**src/rtl/lsu_pkg.sv**
```systemverilog
// Shared types and constants for the load/store unit.
// Optional feature macro: LSU_MISALIGNED_EN (split misaligned accesses into byte beats).
package lsu_pkg;

  localparam int unsigned DATA_WIDTH = 32;
  localparam int unsigned BYTE_WIDTH = 8;

  typedef enum logic [2:0] {
    LSU_B  = 3'b000,
    LSU_H  = 3'b001,
    LSU_W  = 3'b010,
    LSU_BU = 3'b100,
    LSU_HU = 3'b101
  } lsu_funct3_e;

  // FSM state encoding
  localparam logic [1:0] StIdle   = 2'd0;
  localparam logic [1:0] StAccess = 2'd1;
  localparam logic [1:0] StResp   = 2'd2;

  // Number of memory beats for a request; 0 means the request is rejected.
  function automatic logic [2:0] beat_count(input logic [2:0] funct3, input logic [1:0] addr_lo);
    logic [2:0] n;
    n = 3'd0;
    case (funct3)
      LSU_B, LSU_BU: n = 3'd1;
      LSU_H, LSU_HU: begin
`ifdef LSU_MISALIGNED_EN
        n = 3'd2;
`else
        n = addr_lo[0] ? 3'd0 : 3'd2;
`endif
      end
      LSU_W: begin
`ifdef LSU_MISALIGNED_EN
        n = (addr_lo == 2'b00) ? 3'd1 : 3'd4;
`else
        n = (addr_lo == 2'b00) ? 3'd1 : 3'd0;
`endif
      end
      default: n = 3'd0;
    endcase
    return n;
  endfunction

endpackage

```
**src/rtl/load_store_unit_if.sv**
```systemverilog
// Request/response and memory-side bus of the load/store unit.
interface load_store_unit_if;
  import lsu_pkg::*;

  logic                  req_valid;
  logic                  req_ready;
  logic                  req_we;
  logic [2:0]            req_funct3;
  logic [DATA_WIDTH-1:0] req_addr;
  logic [DATA_WIDTH-1:0] req_wdata;
  logic                  resp_valid;
  logic [DATA_WIDTH-1:0] resp_rdata;
  logic                  resp_err;
  logic [DATA_WIDTH-1:0] mem_addr;
  logic                  mem_we;
  logic                  mem_byte_op;
  logic [DATA_WIDTH-1:0] mem_wd;
  logic [DATA_WIDTH-1:0] mem_rd;

  // LSU side
  modport slave (
    input  req_valid, req_we, req_funct3, req_addr, req_wdata, mem_rd,
    output req_ready, resp_valid, resp_rdata, resp_err,
    output mem_addr, mem_we, mem_byte_op, mem_wd
  );

  // Pipeline + memory side
  modport master (
    output req_valid, req_we, req_funct3, req_addr, req_wdata, mem_rd,
    input  req_ready, resp_valid, resp_rdata, resp_err,
    input  mem_addr, mem_we, mem_byte_op, mem_wd
  );
endinterface

```
**src/rtl/lsu_load_align.sv**
```systemverilog
// Load byte assembly register plus sign/zero extension of the assembled value.
module lsu_load_align
  import lsu_pkg::*;
(
  input  logic                  clk_i,
  input  logic                  rst_ni,
  input  logic                  clear_i,
  input  logic                  capture_i,
  input  logic                  word_i,
  input  logic [1:0]            beat_i,
  input  logic [2:0]            funct3_i,
  input  logic [DATA_WIDTH-1:0] rd_i,
  output logic [DATA_WIDTH-1:0] data_o
);

  logic [DATA_WIDTH-1:0] asm_q, asm_d;

  // Merge the current beat into the assembly register (little-endian byte k at bits 8k+7:8k)
  always_comb begin
    asm_d = asm_q;
    if (clear_i) begin
      asm_d = '0;
    end else if (capture_i) begin
      if (word_i) begin
        asm_d = rd_i;
      end else begin
        asm_d[{beat_i, 3'b000} +: BYTE_WIDTH] = rd_i[BYTE_WIDTH-1:0];
      end
    end
  end

  // Extension works on the next-state value so the final beat is included
  always_comb begin
    case (funct3_i)
      LSU_B:   data_o = {{24{asm_d[7]}}, asm_d[7:0]};
      LSU_BU:  data_o = {24'h0, asm_d[7:0]};
      LSU_H:   data_o = {{16{asm_d[15]}}, asm_d[15:0]};
      LSU_HU:  data_o = {16'h0, asm_d[15:0]};
      default: data_o = asm_d;
    endcase
  end

  // Assembly register
  always_ff @(posedge clk_i or negedge rst_ni) begin
    if (!rst_ni) begin
      asm_q <= '0;
    end else begin
      asm_q <= asm_d;
    end
  end

endmodule

```
**src/rtl/load_store_unit.sv**
```systemverilog
// Multi-cycle RISC-V load/store initiator towards a word/byte memory.
// Optional feature macro: LSU_MISALIGNED_EN (see lsu_pkg::beat_count).
module load_store_unit
  import lsu_pkg::*;
(
  input  logic             clk_i,
  input  logic             rst_ni,
  load_store_unit_if.slave bus_io
);

  logic [1:0]            state_q, state_d;
  logic [1:0]            beat_q, beat_d;
  logic [2:0]            nbeats_q, nbeats_d;
  logic                  we_q, we_d;
  logic                  word_q, word_d;
  logic [2:0]            funct3_q, funct3_d;
  logic [DATA_WIDTH-1:0] addr_q, addr_d;
  logic [DATA_WIDTH-1:0] wdata_q, wdata_d;
  logic [DATA_WIDTH-1:0] rdata_q, rdata_d;
  logic                  err_q, err_d;

  logic                  accept;
  logic                  last_beat;
  logic [2:0]            req_beats;
  logic [DATA_WIDTH-1:0] load_data;

  assign accept    = (state_q == StIdle) && bus_io.req_valid;
  assign req_beats = beat_count(bus_io.req_funct3, bus_io.req_addr[1:0]);
  assign last_beat = (state_q == StAccess) && ({1'b0, beat_q} == nbeats_q - 3'd1);

  lsu_load_align u_load_align (
    .clk_i     (clk_i),
    .rst_ni    (rst_ni),
    .clear_i   (accept),
    .capture_i ((state_q == StAccess) && !we_q),
    .word_i    (word_q),
    .beat_i    (beat_q),
    .funct3_i  (funct3_q),
    .rd_i      (bus_io.mem_rd),
    .data_o    (load_data)
  );

  // FSM and request latching
  always_comb begin
    state_d  = state_q;
    beat_d   = beat_q;
    nbeats_d = nbeats_q;
    we_d     = we_q;
    word_d   = word_q;
    funct3_d = funct3_q;
    addr_d   = addr_q;
    wdata_d  = wdata_q;
    rdata_d  = rdata_q;
    err_d    = err_q;
    unique case (state_q)
      StIdle: begin
        if (accept) begin
          we_d     = bus_io.req_we;
          funct3_d = bus_io.req_funct3;
          addr_d   = bus_io.req_addr;
          wdata_d  = bus_io.req_wdata;
          nbeats_d = req_beats;
          word_d   = (bus_io.req_funct3 == LSU_W) && (bus_io.req_addr[1:0] == 2'b00);
          beat_d   = 2'd0;
          if (req_beats == 3'd0) begin
            state_d = StResp;
            err_d   = 1'b1;
            rdata_d = '0;
          end else begin
            state_d = StAccess;
          end
        end
      end
      StAccess: begin
        beat_d = beat_q + 2'd1;
        if (last_beat) begin
          state_d = StResp;
          err_d   = 1'b0;
          rdata_d = we_q ? '0 : load_data;
        end
      end
      StResp:  state_d = StIdle;
      default: state_d = StIdle;
    endcase
  end

  // Memory beat drive; everything idles at zero outside ACCESS
  always_comb begin
    bus_io.mem_addr    = '0;
    bus_io.mem_we      = 1'b0;
    bus_io.mem_byte_op = 1'b0;
    bus_io.mem_wd      = '0;
    if (state_q == StAccess) begin
      bus_io.mem_addr    = addr_q + {30'h0, beat_q};
      bus_io.mem_we      = we_q;
      bus_io.mem_byte_op = !word_q;
      bus_io.mem_wd      = word_q ? wdata_q : {24'h0, wdata_q[{beat_q, 3'b000} +: BYTE_WIDTH]};
    end
  end

  assign bus_io.req_ready  = (state_q == StIdle);
  assign bus_io.resp_valid = (state_q == StResp);
  assign bus_io.resp_rdata = rdata_q;
  assign bus_io.resp_err   = err_q;

  // State registers
  always_ff @(posedge clk_i or negedge rst_ni) begin
    if (!rst_ni) begin
      state_q  <= StIdle;
      beat_q   <= 2'd0;
      nbeats_q <= 3'd0;
      we_q     <= 1'b0;
      word_q   <= 1'b0;
      funct3_q <= 3'd0;
      addr_q   <= '0;
      wdata_q  <= '0;
      rdata_q  <= '0;
      err_q    <= 1'b0;
    end else begin
      state_q  <= state_d;
      beat_q   <= beat_d;
      nbeats_q <= nbeats_d;
      we_q     <= we_d;
      word_q   <= word_d;
      funct3_q <= funct3_d;
      addr_q   <= addr_d;
      wdata_q  <= wdata_d;
      rdata_q  <= rdata_d;
      err_q    <= err_d;
    end
  end

endmodule

```
**src/flat_wrapper.sv**
```systemverilog
// flat-port wrapper written by rule: the top's interface ports become plain ports
module load_store_unit_flat import lsu_pkg::*;
  (clk_i, rst_ni, bus_io_req_valid, bus_io_req_we, bus_io_req_funct3, bus_io_req_addr, bus_io_req_wdata, bus_io_mem_rd, bus_io_req_ready, bus_io_resp_valid, bus_io_resp_rdata, bus_io_resp_err, bus_io_mem_addr, bus_io_mem_we, bus_io_mem_byte_op, bus_io_mem_wd);
  load_store_unit_if bus_io_i ();
  input  logic clk_i;
  input  logic rst_ni;
  input wire logic [$bits(bus_io_i.req_valid)-1:0] bus_io_req_valid;
  input wire logic [$bits(bus_io_i.req_we)-1:0] bus_io_req_we;
  input wire logic [$bits(bus_io_i.req_funct3)-1:0] bus_io_req_funct3;
  input wire logic [$bits(bus_io_i.req_addr)-1:0] bus_io_req_addr;
  input wire logic [$bits(bus_io_i.req_wdata)-1:0] bus_io_req_wdata;
  input wire logic [$bits(bus_io_i.mem_rd)-1:0] bus_io_mem_rd;
  output wire logic [$bits(bus_io_i.req_ready)-1:0] bus_io_req_ready;
  output wire logic [$bits(bus_io_i.resp_valid)-1:0] bus_io_resp_valid;
  output wire logic [$bits(bus_io_i.resp_rdata)-1:0] bus_io_resp_rdata;
  output wire logic [$bits(bus_io_i.resp_err)-1:0] bus_io_resp_err;
  output wire logic [$bits(bus_io_i.mem_addr)-1:0] bus_io_mem_addr;
  output wire logic [$bits(bus_io_i.mem_we)-1:0] bus_io_mem_we;
  output wire logic [$bits(bus_io_i.mem_byte_op)-1:0] bus_io_mem_byte_op;
  output wire logic [$bits(bus_io_i.mem_wd)-1:0] bus_io_mem_wd;
  assign bus_io_i.req_valid = bus_io_req_valid;
  assign bus_io_i.req_we = bus_io_req_we;
  assign bus_io_i.req_funct3 = bus_io_req_funct3;
  assign bus_io_i.req_addr = bus_io_req_addr;
  assign bus_io_i.req_wdata = bus_io_req_wdata;
  assign bus_io_i.mem_rd = bus_io_mem_rd;
  assign bus_io_req_ready = bus_io_i.req_ready;
  assign bus_io_resp_valid = bus_io_i.resp_valid;
  assign bus_io_resp_rdata = bus_io_i.resp_rdata;
  assign bus_io_resp_err = bus_io_i.resp_err;
  assign bus_io_mem_addr = bus_io_i.mem_addr;
  assign bus_io_mem_we = bus_io_i.mem_we;
  assign bus_io_mem_byte_op = bus_io_i.mem_byte_op;
  assign bus_io_mem_wd = bus_io_i.mem_wd;
  load_store_unit u_core (.clk_i(clk_i), .rst_ni(rst_ni), .bus_io(bus_io_i));
endmodule
```
**config.mk**
```make
export PLATFORM = sky130hd
export DESIGN_NAME = load_store_unit_flat
export DESIGN_NICKNAME = d
export VERILOG_FILES = /design/src/rtl/lsu_pkg.sv /design/src/rtl/load_store_unit_if.sv /design/src/rtl/lsu_load_align.sv /design/src/rtl/load_store_unit.sv /design/src/flat_wrapper.sv
export SDC_FILE = /design/constraint.sdc
export NUM_CORES = 1
export LEC_CHECK = 0
export ABC_CLOCK_PERIOD_IN_PS = 3300
export CAP_MARGIN = 10
export CORE_ASPECT_RATIO = 1.25
export CORE_MARGIN = 3
export CORE_UTILIZATION = 35
export CTS_CLUSTER_SIZE = 10
export DETAILED_ROUTE_END_ITERATION = 7
export PLACE_DENSITY_LB_ADDON = 0.05
export SLEW_MARGIN = 40
export SYNTH_ARGS = -nofsm -noshare
export SYNTH_HDL_FRONTEND = slang
export SYNTH_SLANG_ARGS = --single-unit
```
**constraint.sdc**
```tcl
create_clock -name clk_i -period 3.3 [get_ports clk_i]
set_clock_uncertainty 0.2 [all_clocks]
set_input_delay 0.66 -clock clk_i [delete_from_list [all_inputs] [get_ports clk_i]]
set_output_delay 0.66 -clock clk_i [all_outputs]
set_load 0.01 [all_outputs]
```
After elaboration in Yosys (flattened, before gate mapping)
Index checks and enable logic that the tools add are counted.
{"block": "word_totals", "reg_bits": 141, "wordCells": 77, "output_inout_bits": 101, "input_bits": 103}
{"block": "classes", "mux": 28, "addsub": 4, "reduce_logical": 18, "shifts": 3, "eq_ne": 13}
{"operator": "32-bit two-way mux", "count": 10}
{"operator": "32-bit case mux with 4 select lines", "count": 1}
{"operator": "32-bit case mux with 2 select lines", "count": 1}
{"operator": "32-bit by 2-bit adder with 32-bit output", "count": 1}
{"operator": "32-bit bitwise mux", "count": 1}
{"operator": "8-bit by 7-bit variable shift with 32-bit output, first input constant", "count": 1}
{"operator": "32-bit by 6-bit indexed part select with 8-bit output", "count": 1}
{"operator": "8-bit by 7-bit indexed part select with 32-bit output", "count": 1}
{"operator": "3-bit == test, second input constant", "count": 4}
{"operator": "2-bit two-way mux", "count": 5}
{"operator": "3-bit zero test", "count": 3}
{"operator": "3-bit case mux with 3 select lines", "count": 1}
{"operator": "2-bit case mux with 2 select lines", "count": 2}
{"operator": "5-bit negation with 7-bit output", "count": 1}
{"operator": "3-bit by 1-bit == test with 1-bit output, second input constant", "count": 2}
{"operator": "1-bit two-way mux", "count": 6}
{"operator": "2-bit by 1-bit != test with 1-bit output, second input constant", "count": 3}
{"operator": "2-bit AND reduction", "count": 3}
{"operator": "1-bit logical AND", "count": 4}
{"operator": "2-bit zero test", "count": 2}
{"operator": "4-bit AND reduction", "count": 1}
{"operator": "2-bit OR reduction", "count": 2}
{"operator": "2-bit by 3-bit == test with 1-bit output", "count": 1}
{"operator": "3-bit by 2-bit == test with 1-bit output, second input constant", "count": 1}
{"operator": "other kinds (7)", "count": 8}

Depth between registers and ports, before layout
Gate-level depths: netlist of the first run.
{"block": "depth", "depth_word": 10, "mapped_depth": 9, "ltp_nobuf": 7}

Cells and area by module
Synthesis of the first run repeated with hierarchy kept, for this count alone.
{"block": "hier_totals", "hier_cells": 876, "area_unflattened_um2": 7719.9}
{"module": "load_store_unit", "cells_each": 660, "n_inst": 1, "area_each_um2": 5665.4}
{"module": "lsu_load_align", "cells_each": 216, "n_inst": 1, "area_each_um2": 2054.5}

Worst setup path before layout of the first run
Ideal clock, no wire load.
{"block": "synth_timing", "path_type": "flip-flop to output port", "startpoint": "register u_core.beat_q[0]", "endpoint": "output port bus_io_mem_addr[30]", "arrival_time_ns": 1.870, "required_time_ns": 2.440, "path_slack_ns": 0.570, "path_buffers": 1, "path_stages_with_launch": 9, "cell_sequence": "dfrtp_1 > ha_1 > fa_1 > and2_1 > nand4_1 > buf_2 > nor4_1 > xnor2_1 > nor2_1"}
{"block": "synth_via", "elab_chain_len": 2}
{"element": "start, declared", "line": "load_store_unit.sv:12", "source": "logic [1:0] beat_q, beat_d;"}
{"element": "start signal, assigned", "line": "load_store_unit.sv:121", "source": "beat_q <= beat_d;"}
{"element": "32-bit by 2-bit adder with 32-bit output", "line": "load_store_unit.sv:94", "source": "bus_io.mem_addr = addr_q + {30'h0, beat_q};"}
{"element": "32-bit two-way mux", "line": "load_store_unit.sv:93", "source": "if (state_q == StAccess) begin"}
{"element": "end, declared", "line": "flat_wrapper.sv:17", "source": "output wire logic [$bits(bus_io_i.mem_addr)-1:0] bus_io_mem_addr;"}
No other way between the ends.

Final worst setup path of the first run
{"block": "layout_timing", "startpoint": "register u_core.beat_q[0]", "endpoint": "output port bus_io_mem_addr[20]"}
The elaborated chain is that of the path after synthesis.

==> results of run 1 <==
## critical path, stage by stage, from the launching register on
cell and delay (ns):
dfrtp_1 0.36, ha_2 0.19, fa_2 0.20, and2_4 0.15
nand4_1 0.10, buf_6 0.17, buf_4 0.13, or3_1 0.35
a21oi_2 0.13, clkbuf_2 0.14
## per-stage QoR
step	total power [uW]	TNS, ns	util [%]
2_1_floorplan	4694	0	-
5_1_grt	8637	-0.2231	51.54
4_1_cts	8111	-0.5607	51.02
3_5_place_dp	6141	0	47.90
6_report	8050	0	51.54
3_3_place_gp	6107	0	47.89
## Yosys cell counts, types with 10 or more instances
cell type,instances,area [um2]
dfrtp_1,140,3503
clkbuf_1,44,165.2
o21ai_2,10,87.58
a22oi_1,15,112.6
nor2_1,54,202.7
nand2_1,271,1017
nand3_1,11,55.05
inv_1,15,56.30
and3_1,30,187.7
o21ai_0,61,305.3
a21boi_0,17,127.6
a21oi_1,17,85.08
and2_1,11,68.82
xnor2_1,19,166.4
## layout by cell type, fill, tap and decap left out, drive strengths merged, types with 9 or more instances in the layout
| cell | Yosys | layout |
|---|---|---|
| a21boi | 17 | 17 |
| a21oi | 18 | 18 |
| a22oi | 15 | 15 |
| and2 | 11 | 11 |
| and3 | 30 | 30 |
| buf | 14 | 29 |
| clkbuf | 44 | 23 |
| clkdlybuf4s50 | 0 | 175 |
| dfrtp | 140 | 140 |
| dlygate4sd2 | 0 | 12 |
| inv | 15 | 24 |
| nand2 | 271 | 271 |
| nand3 | 11 | 11 |
| nor2 | 54 | 54 |
| nor3 | 9 | 9 |
| o21ai | 73 | 73 |
| xnor2 | 19 | 19 |
## worst paths after layout
kind,depth (start not counted),endpoint,slack [ns]
worst max register to register,9,u_core.bus_io.resp_rdata[20],0.54
worst min-delay path,2,u_core.nbeats_q[1],0.27
worst min register to register,2,u_core.nbeats_q[1],0.27
worst max-delay path,9,bus_io_mem_addr[20],0.08
max in group asynchronous,3,u_core.wdata_q[11],1.71
min in group asynchronous,2,u_core.bus_io.resp_rdata[17],0.55
## state kept, by name (all words and copies together) (netlist names)
signal	count
u_core.addr_q	32
u_core.beat_q	2
u_core.bus_io.resp_err	1
u_core.bus_io.resp_rdata	32
u_core.funct3_q	3
u_core.nbeats_q	2
u_core.state_q	2
u_core.u_load_align.asm_q	32
u_core.wdata_q	32
u_core.we_q	1
u_core.word_q	1
## timing repair
action | CTS | global route
gates resized for setup | 34 | 31
buffers inserted | 0 | 4
hold endpoints to repair | 2 | 0
gates cloned | 0 | 0
hold buffers | 1 | 0
endpoints found under the setup margin | 24 | 26
## final cells by class
class	instances	area, um2	share of cell area, %
Clock buffer	17	425.4	4.033
Clock inverter	15	176.4	1.673
Sequential cell	140	3507	33.25
Tap cell	270	337.8	3.203
Multi-Input combinational cell	642	3732	35.39
Inverter	15	56.30	0.5338
Timing Repair Buffer	232	2312	21.92
## layer usage
layer	GRT usage [%]	up-vias
met4	6.225	0
li1	-	3303
met3	5.886	29
met5	0	-
met1	25.42	3191
met2	33.97	191
## power by group through the flow
stage | logic, uW | clock network, uW | registers, uW
floorplan | 2000 | 0 | 2690
global placement | 3300 | 0 | 2810
detailed placement | 3320 | 0 | 2820
CTS | 3290 | 2020 | 2800
global route | 3630 | 2120 | 2890
finish | 3270 | 1980 | 2800
## kinds of logic (layout without fill, tap and decap cells)
group	Yosys count	in the layout	share of synthesized area [%]
AO/OA/AOI/OAI	166	166	15.35
XOR/XNOR	26	26	3.066
adder cells (fa/ha/maj)	9	9	1.617
buffers and inverters	73	279	4.110
flip-flops	140	140	47.17
multiplexers	16	16	3.504
AND/OR/NAND/NOR	425	425	25.19
==> results_dict.tcl, run 1 <==
set metrics [dict create \
    numPortBuffers 203 \
    setup-violations-final 0 \
    synth-edff-count 0 \
    rsz0062_at_grt "true" \
    slew_violations 0 \
    endpoint_kind "output port" \
    die_w_um 136.3 \
    cp_max_fo 12 \
    placed_cell_area_mm2 0.009803 \
    clk_pin_slew_worst_paths_ns 0.06 \
    drt-met1-wl_um 9858 \
    status "complete, no violations" \
    critical_path_class "flop to output port" \
    drive_above_1_share_pct 10.93 \
    gp_congestion 0.8274 \
    hold_viol_final 0 \
    antenna_found_initial 0 \
    power.internal_uw 4869 \
    h-tree-depth 4 \
    grt_pass1_vias 6813 \
    required_ns 2.44 \
    netlist-cell-type-count 58 \
    ir_drop_uv 474.2 \
    antenna_left 0 \
    area_growth_pct 42.01 \
    yosys_warnings 0 \
    wl_per_cell_um 17.42 \
    p_leak_uw 0.004806 \
    min_from "u_core.nbeats_q[1]" \
    start_util_pct 36.29 \
    async_flop_share_pct 100.0 \
    die_h_um 168.9 \
    crit_start "u_core.beat_q[0]" \
    fillers 2011 \
    final_area_mm2 0.01055 \
    grt_max_degree 85 \
    ys.flop_type "dfrtp_1" \
    period_share_pct 97.49 \
    ys_seq_area_share_pct 47.17 \
    rr_startpoint "u_core.beat_q[0]" \
    max_freq_mhz 310.8 \
    dp_slack_ns 0.1148 \
    grt_pass1_wl_um 36780 \
    synth_area_mm2 0.007427 \
    drtPass1Iterations 6 \
    min_period_ns 3.217 \
    p_per_area_mw_per_mm2 763.2 \
    seqPwrFrac_pct 34.8 \
    hold_path_class "flop to flop" \
    synth_area_per_cell_um2 8.687 \
    drv_cap 0 \
    tritoncts "yes" \
    die_area_mm2 0.02302 \
    relSlewSlack_pct 62.12 \
    final_cells 1331 \
    grt_use_total_pct 20.33 \
    cts_buffer_depth 2 \
    fp-row-count 58 \
    combPwrFrac_pct 40.6 \
    clkSinkCount 140 \
    final_nets 1160 \
    dr_wl_met2_um 11350 \
    highest_layer "met4" \
    routed_wl_um 23190 \
    io_pins 204 \
    wl_met3_um 1454 \
    dp_cells 1293 \
    via_per_inst 5.044 \
    diodes 0 \
    vias 6714 \
    synth_fp_nets 967 \
    cts_root_buffer "clkbuf_16" \
    core_mm2 0.02046 \
    tightest_slew_ns 0.5645 \
    switchingPower_uw 3181 \
    cts_buffers 17 \
    grt_overflow_total 0 \
    arrival_ns 2.36 \
    synthCells 855 \
    ys_ff_latch 140 \
    p_sw_share_pct 39.52 \
    hpwl_um 16030 \
    worst_slack_ns 0.08270 \
    pwr-share-clk_pct 24.6 \
    worstSetupStartpointType "flop" \
    remaining_drc_errors 0 \
    clock_latency_ns 0.42 \
    drt_iter0_drc 265 \
    holdWs_ns 0.2730 \
]
Power figures use the tool's default switching activity.
==> run 2, diff against run 1 <==
--- a/config.mk
+++ b/config.mk
@@ -14,3 +14,3 @@
 export DETAILED_ROUTE_END_ITERATION = 7
-export PLACE_DENSITY_LB_ADDON = 0.05
+export REMOVE_ABC_BUFFERS = 1
 export SLEW_MARGIN = 40
==> constraint.sdc (replaced) <==
create_clock -name clk_i -period 3.3 [get_ports clk_i]
set_clock_uncertainty 0.2 [all_clocks]
set_input_delay 0.495 -clock clk_i [delete_from_list [all_inputs] [get_ports clk_i]]
set_output_delay 0.495 -clock clk_i [all_outputs]
set_load 0.01 [all_outputs]
==> run 2 against run 1 <==
- via count fell by 0.60%
- final cell count did not move
- global-route usage fell by 0.20 points
- maximum frequency rose by 0.73%
- sequential power barely moved
- core utilization rose by 0.18 points
- register-to-register slack got worse by 0.03 ns
- wire length fell by 1.5%
- non-clock buffer count fell by 1
==> results_dict.tcl, run 2 (same netlist as run 1, synthesis figures left out) <==
set metrics [dict create \
    critPathMaxStageDelay_ns 0.56 \
    dp_cells 1294 \
    p_sw_share_pct 37.34 \
    hold_viol_final 0 \
    gp_congestion 0.8263 \
    final_cells 1331 \
    pwr-share-clk_pct 26.7 \
    io_pins 204 \
    core_mm2 0.02046 \
    area_growth_pct 42.50 \
    power.internal_uw 5129 \
    drv_cap 0 \
    placed_cell_area_mm2 0.009772 \
    arrival_ns 2.50 \
    grt_use_total_pct 20.13 \
    p_leak_uw 0.004745 \
    final_area_mm2 0.01058 \
    routed_wl_um 22830 \
    h-tree-depth 4 \
    worstSetupStartpointType "flop" \
    combPwrFrac_pct 39.2 \
    min_from "u_core.nbeats_q[1]" \
    seqPwrFrac_pct 34.1 \
    tritoncts "yes" \
    wl_per_cell_um 17.16 \
    min_period_ns 3.194 \
    antenna_found_initial 0 \
    endpoint_kind "output port" \
    cts_buffer_depth 2 \
    clkSinkCount 140 \
    final_common_cell "nand2_1" \
    clk_pin_slew_worst_paths_ns 0.06 \
    grt_pass1_wl_um 36350 \
    cp_max_fo 5 \
    grt_overflow_total 0 \
    numPortBuffers 203 \
    switchingPower_uw 3057 \
    crit_family "buffers and inverters" \
    p_per_area_mw_per_mm2 773.4 \
    final_nets 1160 \
    required_ns 2.60 \
    start_util_pct 36.29 \
    ir_drop_uv 439.8 \
    cp_num_buf_inv 2 \
    hold_path_class "flop to flop" \
    fp-row-count 58 \
    cts_buffers 17 \
    rr_startpoint "u_core.beat_q[0]" \
    via_per_inst 5.014 \
    relSlewSlack_pct 53.32 \
    hpwl_um 15630 \
    slew_violations 0 \
    grt_pass1_vias 6619 \
    die_area_mm2 0.02302 \
    period_share_pct 96.79 \
    drt_iter0_drc 272 \
    rsz0062_at_grt "true" \
    final_cell_mix "nand2_1 (269), clkdlybuf4s50_1 (186), dfrtp_1 (138)" \
    remaining_drc_errors 0 \
    tightest_slew_ns 0.7002 \
    status "complete, no violations" \
    crit_start "u_core.addr_q[1]" \
    grt_max_degree 76 \
    diodes 0 \
    drtPass1Iterations 5 \
    die_h_um 168.9 \
    cp_cell_sequence "ha_1 > a21o_2 > nand3_2 > buf_4 > xor2_1 > nor2_1 > clkdlybuf4s50_1" \
    max_freq_mhz 313.1 \
    clock_latency_ns 0.43 \
    cts_root_buffer "clkbuf_16" \
    setup-violations-final 0 \
    die_w_um 136.3 \
    crit_path_top_delay_cell "clkdlybuf4s50_1" \
    critical_path_class "flop to output port" \
    antenna_left 0 \
    drive_above_1_share_pct 10.27 \
    vias 6674 \
]
run 2: through the flow:
stage	hold WS (ns)	TNS, ns	power (uW)	utilization (%)	setup slack [ns]
4_1_cts	0.2763	-0.07858	8251	51.21	-0.07858
3_3_place_gp	0.2588	0	5984	47.65	0.1596
2_1_floorplan	-0.0005910	-240.07	4601	-	-3.375
6_report	0.2713	0	8186	51.72	0.1059
5_1_grt	0.2956	-0.04958	8785	51.72	-0.03385
3_5_place_dp	0.2627	0	6037	47.75	0.07548
run 2: layer usage:
layer / routed length [um] / GRT usage, %
met1: 9918 / 26.24
met2: 10970 / 32.68
met3: 1537 / 5.648
met4: 411 / 5.918
met5: 0 / 0
run 2: worst paths after layout:
check | endpoint | slack, ns | cells past startpoint
worst max-delay path | bus_io_mem_addr[7] | 0.11 | 7
worst min-delay path | u_core.nbeats_q[1] | 0.27 | 2
worst max register to register | u_core.bus_io.resp_rdata[31] | 0.51 | 9
worst min register to register | u_core.nbeats_q[1] | 0.27 | 2
max in group asynchronous | u_core.nbeats_q[0] | 1.64 | 3
min in group asynchronous | u_core.bus_io.resp_rdata[3] | 0.46 | 2
run 2: layout make-up:
type | instances | area, um2
multi-input cells | 643 | 3735
clock inverters | 14 | 240.2
clock buffers | 18 | 429.2
inverters | 15 | 56.30
well taps | 270 | 337.8
flip-flops and latches | 140 | 3506
fillers | 1970 | 9881
repair buffers | 231 | 2280
run 2: power by group through the flow:
stage,Combinational [uW],Sequential (uW),Clock (uW)
after floorplan,1840,2760,0
after global placement,3190,2800,0
after detailed placement,3240,2800,0
after global routing,3580,2890,2310
after CTS,3230,2780,2240
final,3210,2790,2190
run 2: timing repair:
item / 4_1_cts / 5_1_grt
hold buffers: 1 / 0
pin swaps: 1 / 1
gates cloned: 0 / 1
setup endpoints to repair: 22 / 12
endpoints found under the hold margin: 69 / 0
buffers inserted: 1 / 1
resized for setup: 20 / 18
run 2: tightest hold or removal path: cells and delay by family, from the launching register on:
family / cells / cell delay (ns)
DFF: 1 / 0.34
and+or+nand+nor: 1 / 0.05
AOI/OAI and AO/OA: 1 / 0.05
